### src/rtl/minn_detect_controller.sv
// Minn preamble detection controller: threshold test, peak tracking, single report per preamble.
// Optional detection counter enabled by defining MINN_CTRL_DET_COUNT_EN.
module minn_detect_controller #(
  parameter int unsigned W_R       = 34,
  parameter int unsigned W_E       = 34,
  parameter int unsigned W_TH      = 8,
  parameter int unsigned W_IDX     = 32,
  parameter int unsigned GAP       = 16,
  parameter int unsigned MAX_TRACK = 1024,
  parameter int unsigned HOLDOFF   = 2048
) (
  input  logic                    clk,
  input  logic                    rst,
  input  logic                    enable,
  input  logic [W_TH-1:0]         thresh,
  output logic                    dp_rst,
  input  logic                    in_valid,
  input  logic signed [W_R-1:0]   r_current,
  input  logic signed [W_R-1:0]   r_delayed,
  input  logic signed [W_E-1:0]   e_current,
  input  logic signed [W_E-1:0]   e_delayed_1q,
  input  logic signed [W_E-1:0]   e_delayed_2q,
  output logic                    busy,
  output logic                    det_valid,
  output logic [W_IDX-1:0]        det_index,
  output logic signed [W_R:0]     det_peak,
  output logic [15:0]             det_count
);

  localparam int unsigned W_C  = W_R + 1;
  localparam int unsigned W_EN = W_E + 1;
  localparam int unsigned PW   = ((W_R > W_E) ? W_R : W_E) + W_TH + 2;
  localparam int unsigned GW   = $clog2(GAP + 1);
  localparam int unsigned TW   = $clog2(MAX_TRACK + 1);
  localparam int unsigned HW   = $clog2(HOLDOFF + 1);

  typedef enum logic [2:0] {IDLE, ARM, SEARCH, TRACK, REPORT, HOLDOFF_ST} state_t;

  state_t state, state_d;

  logic                   run;
  logic [W_TH-1:0]        thr_q;
  logic [W_IDX-1:0]       idx_cnt;

  logic                   s1_valid;
  logic signed [W_C-1:0]  s1_corr;
  logic signed [W_EN-1:0] s1_energy;
  logic [W_IDX-1:0]       s1_idx;

  logic                   s2_valid;
  logic                   s2_hit;
  logic signed [W_C-1:0]  s2_corr;
  logic [W_IDX-1:0]       s2_idx;

  logic signed [PW-1:0]   lhs, rhs, thr_ext;
  logic                   hit;

  logic signed [W_C-1:0]  peak, peak_d;
  logic [W_IDX-1:0]       peak_idx, peak_idx_d;
  logic [GW-1:0]          gap_cnt, gap_d;
  logic [TW-1:0]          trk_cnt, trk_d;
  logic [HW-1:0]          ho_cnt, ho_d;

  logic                   unused_e2q;
  assign unused_e2q = ^e_delayed_2q;

  // Pipeline and index only advance while detection is running.
  assign run = (state != IDLE) && enable;

  // Stage 1: form correlation and energy terms with the beat index.
  always_ff @(posedge clk) begin
    if (rst) begin
      s1_valid  <= 1'b0;
      s1_corr   <= '0;
      s1_energy <= '0;
      s1_idx    <= '0;
      idx_cnt   <= '0;
    end else if (!run) begin
      s1_valid <= 1'b0;
      idx_cnt  <= '0;
    end else begin
      s1_valid <= in_valid;
      if (in_valid) begin
        s1_corr   <= W_C'(r_current) + W_C'(r_delayed);
        s1_energy <= W_EN'(e_current) + W_EN'(e_delayed_1q);
        s1_idx    <= idx_cnt;
        idx_cnt   <= idx_cnt + W_IDX'(1);
      end
    end
  end

  // Full-width threshold test: corr * 2^W_TH >= thr * energy, corr strictly positive.
  assign thr_ext = PW'(thr_q);
  assign lhs     = PW'(s1_corr) <<< W_TH;
  assign rhs     = PW'(s1_energy) * thr_ext;
  assign hit     = !s1_corr[W_C-1] && (s1_corr != '0) && (lhs >= rhs);

  // Stage 2: registered hit decision.
  always_ff @(posedge clk) begin
    if (rst) begin
      s2_valid <= 1'b0;
      s2_hit   <= 1'b0;
      s2_corr  <= '0;
      s2_idx   <= '0;
    end else if (!run) begin
      s2_valid <= 1'b0;
      s2_hit   <= 1'b0;
    end else begin
      s2_valid <= s1_valid;
      if (s1_valid) begin
        s2_hit  <= hit;
        s2_corr <= s1_corr;
        s2_idx  <= s1_idx;
      end
    end
  end

  always_ff @(posedge clk) begin
    if (rst) state <= IDLE;
    else     state <= state_d;
  end

  always_comb begin
    state_d    = state;
    peak_d     = peak;
    peak_idx_d = peak_idx;
    gap_d      = gap_cnt;
    trk_d      = trk_cnt;
    ho_d       = ho_cnt;
    case (state)
      IDLE: if (enable) state_d = ARM;
      ARM:  if (s2_valid) state_d = SEARCH;
      SEARCH: begin
        if (s2_valid && s2_hit) begin
          state_d    = TRACK;
          peak_d     = s2_corr;
          peak_idx_d = s2_idx;
          gap_d      = '0;
          trk_d      = TW'(1);
        end
      end
      TRACK: begin
        if (s2_valid) begin
          // Strict compare keeps the earliest beat on ties.
          if (s2_hit && (s2_corr > peak)) begin
            peak_d     = s2_corr;
            peak_idx_d = s2_idx;
          end
          gap_d = s2_hit ? '0 : gap_cnt + GW'(1);
          trk_d = trk_cnt + TW'(1);
          if ((gap_d == GW'(GAP)) || (trk_d == TW'(MAX_TRACK))) state_d = REPORT;
        end
      end
      REPORT: begin
        state_d = HOLDOFF_ST;
        ho_d    = '0;
      end
      HOLDOFF_ST: begin
        if (s2_valid) begin
          ho_d = ho_cnt + HW'(1);
          if (ho_d == HW'(HOLDOFF)) state_d = SEARCH;
        end
      end
      default: state_d = IDLE;
    endcase
    if (!enable) state_d = IDLE;
  end

  // Tracking registers and registered outputs derived from the next state.
  always_ff @(posedge clk) begin
    if (rst) begin
      thr_q     <= '0;
      peak      <= '0;
      peak_idx  <= '0;
      gap_cnt   <= '0;
      trk_cnt   <= '0;
      ho_cnt    <= '0;
      dp_rst    <= 1'b1;
      busy      <= 1'b0;
      det_valid <= 1'b0;
      det_index <= '0;
      det_peak  <= '0;
    end else begin
      if ((state == IDLE) && enable) thr_q <= thresh;
      if (state_d == IDLE) begin
        gap_cnt <= '0;
        trk_cnt <= '0;
        ho_cnt  <= '0;
      end else begin
        gap_cnt <= gap_d;
        trk_cnt <= trk_d;
        ho_cnt  <= ho_d;
      end
      peak      <= peak_d;
      peak_idx  <= peak_idx_d;
      dp_rst    <= (state_d == IDLE);
      busy      <= (state_d != IDLE);
      det_valid <= (state_d == REPORT);
      if (state_d == REPORT) begin
        det_index <= peak_idx_d;
        det_peak  <= peak_d;
      end
    end
  end

`ifdef MINN_CTRL_DET_COUNT_EN
  // Saturating report counter, updated alongside det_valid.
  always_ff @(posedge clk) begin
    if (rst) begin
      det_count <= '0;
    end else if ((state_d == REPORT) && (det_count != 16'hFFFF)) begin
      det_count <= det_count + 16'd1;
    end
  end
`else
  assign det_count = '0;
`endif

endmodule
### config.mk
export PLATFORM = sky130hd
export DESIGN_NAME = minn_detect_controller
export DESIGN_NICKNAME = d
export VERILOG_FILES = /design/src/rtl/minn_detect_controller.sv
export SDC_FILE = /design/constraint.sdc
export NUM_CORES = 2
export LEC_CHECK = 0
export CAP_MARGIN = 10
export CORE_MARGIN = 2
export CORE_UTILIZATION = 64
export DETAILED_ROUTE_END_ITERATION = 12
export PLACE_DENSITY = 0.92
export SLEW_MARGIN = 20
export SYNTH_ARGS = -nofsm -noshare
export SYNTH_HDL_FRONTEND = slang
export SYNTH_SLANG_ARGS = --single-unit
### constraint.sdc
create_clock -name clk -period 9.37 [get_ports clk]
set_input_delay 1.874 -clock clk [delete_from_list [all_inputs] [get_ports clk]]
set_output_delay 1.874 -clock clk [all_outputs]
set_load 0.02 [all_outputs]
==> flow_summary.rst <==
.. list-table::
   :header-rows: 1

   * - Metric
     - Value
   * - Core region area
     - 43900 um2
   * - CTS Buffer Depth
     - 3
   * - Routed wire length on met2
     - 35200 um
   * - Maximum cell stage delay along the critical path
     - 0.90 ns
   * - Switching share of power
     - 26.6%
   * - Logic gate share of total power
     - 13.9%
   * - Mapped Cells
     - 3382
   * - Length in cells of the worst reg-to-reg path
     - 25
   * - Fraction of final layout cells sized beyond drive strength 1
     - 2.81%
   * - DR vias
     - 25000
   * - Critical Path RT
     - 9.88 ns
   * - Shortest period the worst path allows
     - 7.18 ns
   * - WHS Path Cells
     - 2
   * - Cell-internal power
     - 0.00281 W
   * - Result of the run
     - completed
   * - GRT Overall Usage
     - 32.7%
   * - Final Routed Wirelength
     - 74700 um
   * - Final Max Slew Viols
     - 0
   * - Total of endpoints with negative setup slack in the final report
     - 0
   * - Cell row count
     - 77
   * - Wire length on met3
     - 7150 um
   * - Kind of critical path
     - reg -> reg
   * - CTS tree
     - done
   * - Peak clock frequency supported by timing
     - 139 MHz
   * - Worst reg2reg endpoint
     - s2_hit
   * - Antenna violations before repair
     - 1
   * - Cell depth of the worst setup path
     - 25
   * - Net switching power figure
     - 0.00102 W
   * - Peak supply drop
     - 0.183 mV
   * - Critical hold path startpoint
     - s1_idx[8]
   * - Synth warnings
     - 0
   * - Initial core utilization
     - 64.5%
   * - Leading register cell type out of synthesis
     - dfxtp_1
   * - CP endpoint kind
     - flop
   * - Total number of clock tree sinks
     - 380
   * - Wire length on met1
     - 28800 um
   * - TritonCTS Buffers
     - 40
   * - H-Tree Depth
     - 2
   * - Overall die width
     - 214 um
   * - Worst hold-check path type
     - reg -> reg
   * - Register area share after synthesis
     - 26.9%
   * - Worst clock skew
     - 0.0211 ns
   * - Average via count per standard cell
     - 6.08
   * - Transition time of the tightest slew-check pin
     - 1.11 ns
   * - Clock-pin slew on the worst setup and hold paths
     - 0.06 ns
   * - Total area of multi-input combinational cells
     - 19000 um2
   * - Cell occurring most often along the worst timing path
     - a21o_1
   * - Leakage
     - 13.8 nW
   * - Endpoint arrival time on the critical path
     - 7.69 ns
   * - Unrepaired setup endpoints after global routing
     - no
   * - RePlAce Congestion
     - 0.968
   * - Part of the total power dissipated in the clock network
     - 42.9%
   * - Sequential standard cell area
     - 7610 um2
   * - Post-Syn Area per Cell
     - 8.37 um2
   * - Average detailed-routed wire length per instance
     - 18.2 um
   * - Post-synthesis register bit count
     - 380
   * - Final-layout setup total negative slack
     - 0 ns
   * - Setup crit start kind
     - flop
   * - Clock root buffer master
     - clkbuf_16
   * - DRC
     - 0
   * - Synth async-reset ratio
     - 0%
   * - First DRT Iteration DRCs
     - 2078
   * - Fill cell instance count of the final layout
     - 3061
   * - Post-CTS Hold Fix Bufs
     - 0
   * - Uppermost metal layer occupied by signal nets
     - met5
   * - Clock Latency Late Sink
     - 0.58 ns
   * - CP max stage cell
     - dfxtp_1
   * - Flop-to-flop setup slack
     - 2.19 ns
   * - Number of library cell types mapped by synthesis
     - 76
   * - Largest delay share family, worst path
     - adder cells
   * - Number of synthesized flops with an enable pin
     - 0
   * - Number of global-route vias before repair
     - 25323
   * - Gates resized, CTS repair
     - 0
   * - ANT nets after route
     - 0
   * - Global-route wire length before repair
     - 124000 um
   * - Final hold violations
     - 0
   * - Die height
     - 214 um
   * - End point of the most critical hold path
     - s2_idx[8]
   * - Die Outline Area
     - 46000 um2
   * - Post-synth design cell area
     - 28300 um2
   * - Post-route worst hold slack
     - 0.448 ns
   * - Largest fanout on the critical path
     - 20
   * - Sum of overflow across all layers after global routing
     - 0
   * - Placed wire-length estimate after detailed placement
     - 53100 um
   * - PwrDens
     - 119 nW/um2
   * - Post-CTS repair timing setup buffer count
     - 0
   * - Relative slew slack
     - 25.7%
   * - Top-level I/O count
     - 268
   * - Synthesis-to-finish area growth
     - 13.2%
   * - Sequential fraction of design power
     - 43.2%
   * - Startpoint of the most critical register-to-register path
     - thr_q[1]
   * - Iteration count of the initial detailed-routing pass
     - 7
   * - Crit path buffers/inverters
     - 2
   * - Final Cycle Share
     - 76.6%
   * - Count of input and output buffers
     - 217
   * - Final nets
     - 4122
   * - Largest net degree at the start of global routing
     - 109
   * - Max-cap viol count
     - 0
   * - Ant. Diodes
     - 0
-- per-stage QoR --
stage	total power, W	cells	utilization, %	cell area [um2]	setup slack (ns)
2_1_floorplan	0.00203	3397	-	28400	3.14
5_1_grt	0.00396	4113	73.0	32000	1.77
3_5_place_dp	0.00220	4039	69.8	30700	2.32
6_report	0.00383	4113	73.0	32000	2.19
3_3_place_gp	0.00219	4039	69.8	30700	2.40
4_1_cts	0.00383	4111	72.9	32000	2.28
-- tightest hold or removal path, cell delays in order, from the launching register on --
cell and delay, ns:
dfxtp_1 0.31, nand2_1 0.05, a21oi_1 0.05
-- synth_stat cells, drive strengths merged, types with 39 or more instances --
master  instances  area share [%]
nand2         503             6.7
dfxtp         380              27
a21oi         345             6.1
inv           265             3.5
nor2          245             3.2
ha            231              10
fa            218              15
and2          168             3.7
clkbuf        141             1.9
o21ai         114             2.0
mux2i          75             2.7
a21o           68             1.8
xor2           68             2.1
nand3          60             1.1
a211oi         55             1.5
buf            47            0.99
xnor2          47             1.5
and3           39            0.86
-- final cells by class --
type / count / area share [%]
multi-input combinational: 2563 / 59.2
clock buffer: 59 / 3.66
inverter: 266 / 3.12
timing repair buffer: 240 / 7.37
clock inverter: 13 / 0.574
sequential: 380 / 23.7
tap: 592 / 2.31
-- worst max-delay path by stage --
| stage | startpoint | endpoint | slack [ns] |
|---|---|---|---|
| 3_5_place_dp | thr_q[4] | s2_hit | 2.32 |
| 5_1_grt | thr_q[1] | s2_hit | 1.77 |
| 4_1_cts | thr_q[4] | s2_hit | 2.28 |
| 3_3_place_gp | thr_q[1] | s2_hit | 2.40 |
| 6_report | thr_q[1] | s2_hit | 2.19 |
| 2_1_floorplan | thr_q[2] | s2_hit | 3.14 |
-- power by group through the flow --
stage | logic [W] | registers (W) | clock network, W
floorplan | 0.000354 | 0.00167 | 0
global placement | 0.000502 | 0.00169 | 0
detailed placement | 0.000514 | 0.00169 | 0
CTS | 0.000521 | 0.00165 | 0.00165
global route | 0.000581 | 0.00165 | 0.00172
finish | 0.000533 | 0.00165 | 0.00164
-- sequential cells by signal (all words and copies together), names as in the netlist, 3 cells and up --
| signal | count |
|---|---|
| gap_cnt | 5 |
| idx_cnt | 32 |
| s1_idx | 32 |
| peak | 35 |
| s2_idx | 32 |
| s2_corr | 35 |
| ho_cnt | 12 |
| det_index | 32 |
| trk_cnt | 11 |
| s1_energy | 35 |
| thr_q | 8 |
| s1_corr | 35 |
| peak_idx | 32 |
| det_peak | 35 |
| state | 3 |
-- cell usage in the layout, fill, tap and decap left out, drive strengths merged, types with 34 or more instances in the layout --
master and instances:
inv 268, nand2 503, clkbuf 61, o21ai 114
a211oi 55, and3 39, and2 168, ha 231
clkdlybuf4s50 216, a21oi 345, fa 218, nor2 245
nand4 34, xnor2 47, xor2 68, a21o 68
mux2i 75, nand3 60, dfxtp 380
-- cell families after synthesis --
kind of cell / Yosys count / share of synthesized area [%]
other cells: 1 / 0.0132
mux: 75 / 2.65
flops: 380 / 26.9
fa+ha+maj: 449 / 25.6
compound gates: 711 / 15.1
buf+inv: 454 / 6.40
simple gates: 1197 / 19.8
xor+xnor: 115 / 3.56
-- per-layer routing --
layer / vias up / GRT usage [%]
li1: 11561 / -
met1: 11933 / 40.4
met2: 1237 / 54.5
met3: 267 / 7.05
met4: 2 / 16.2
met5: - / 0
Note: power is estimated with default switching activity, not from simulation.
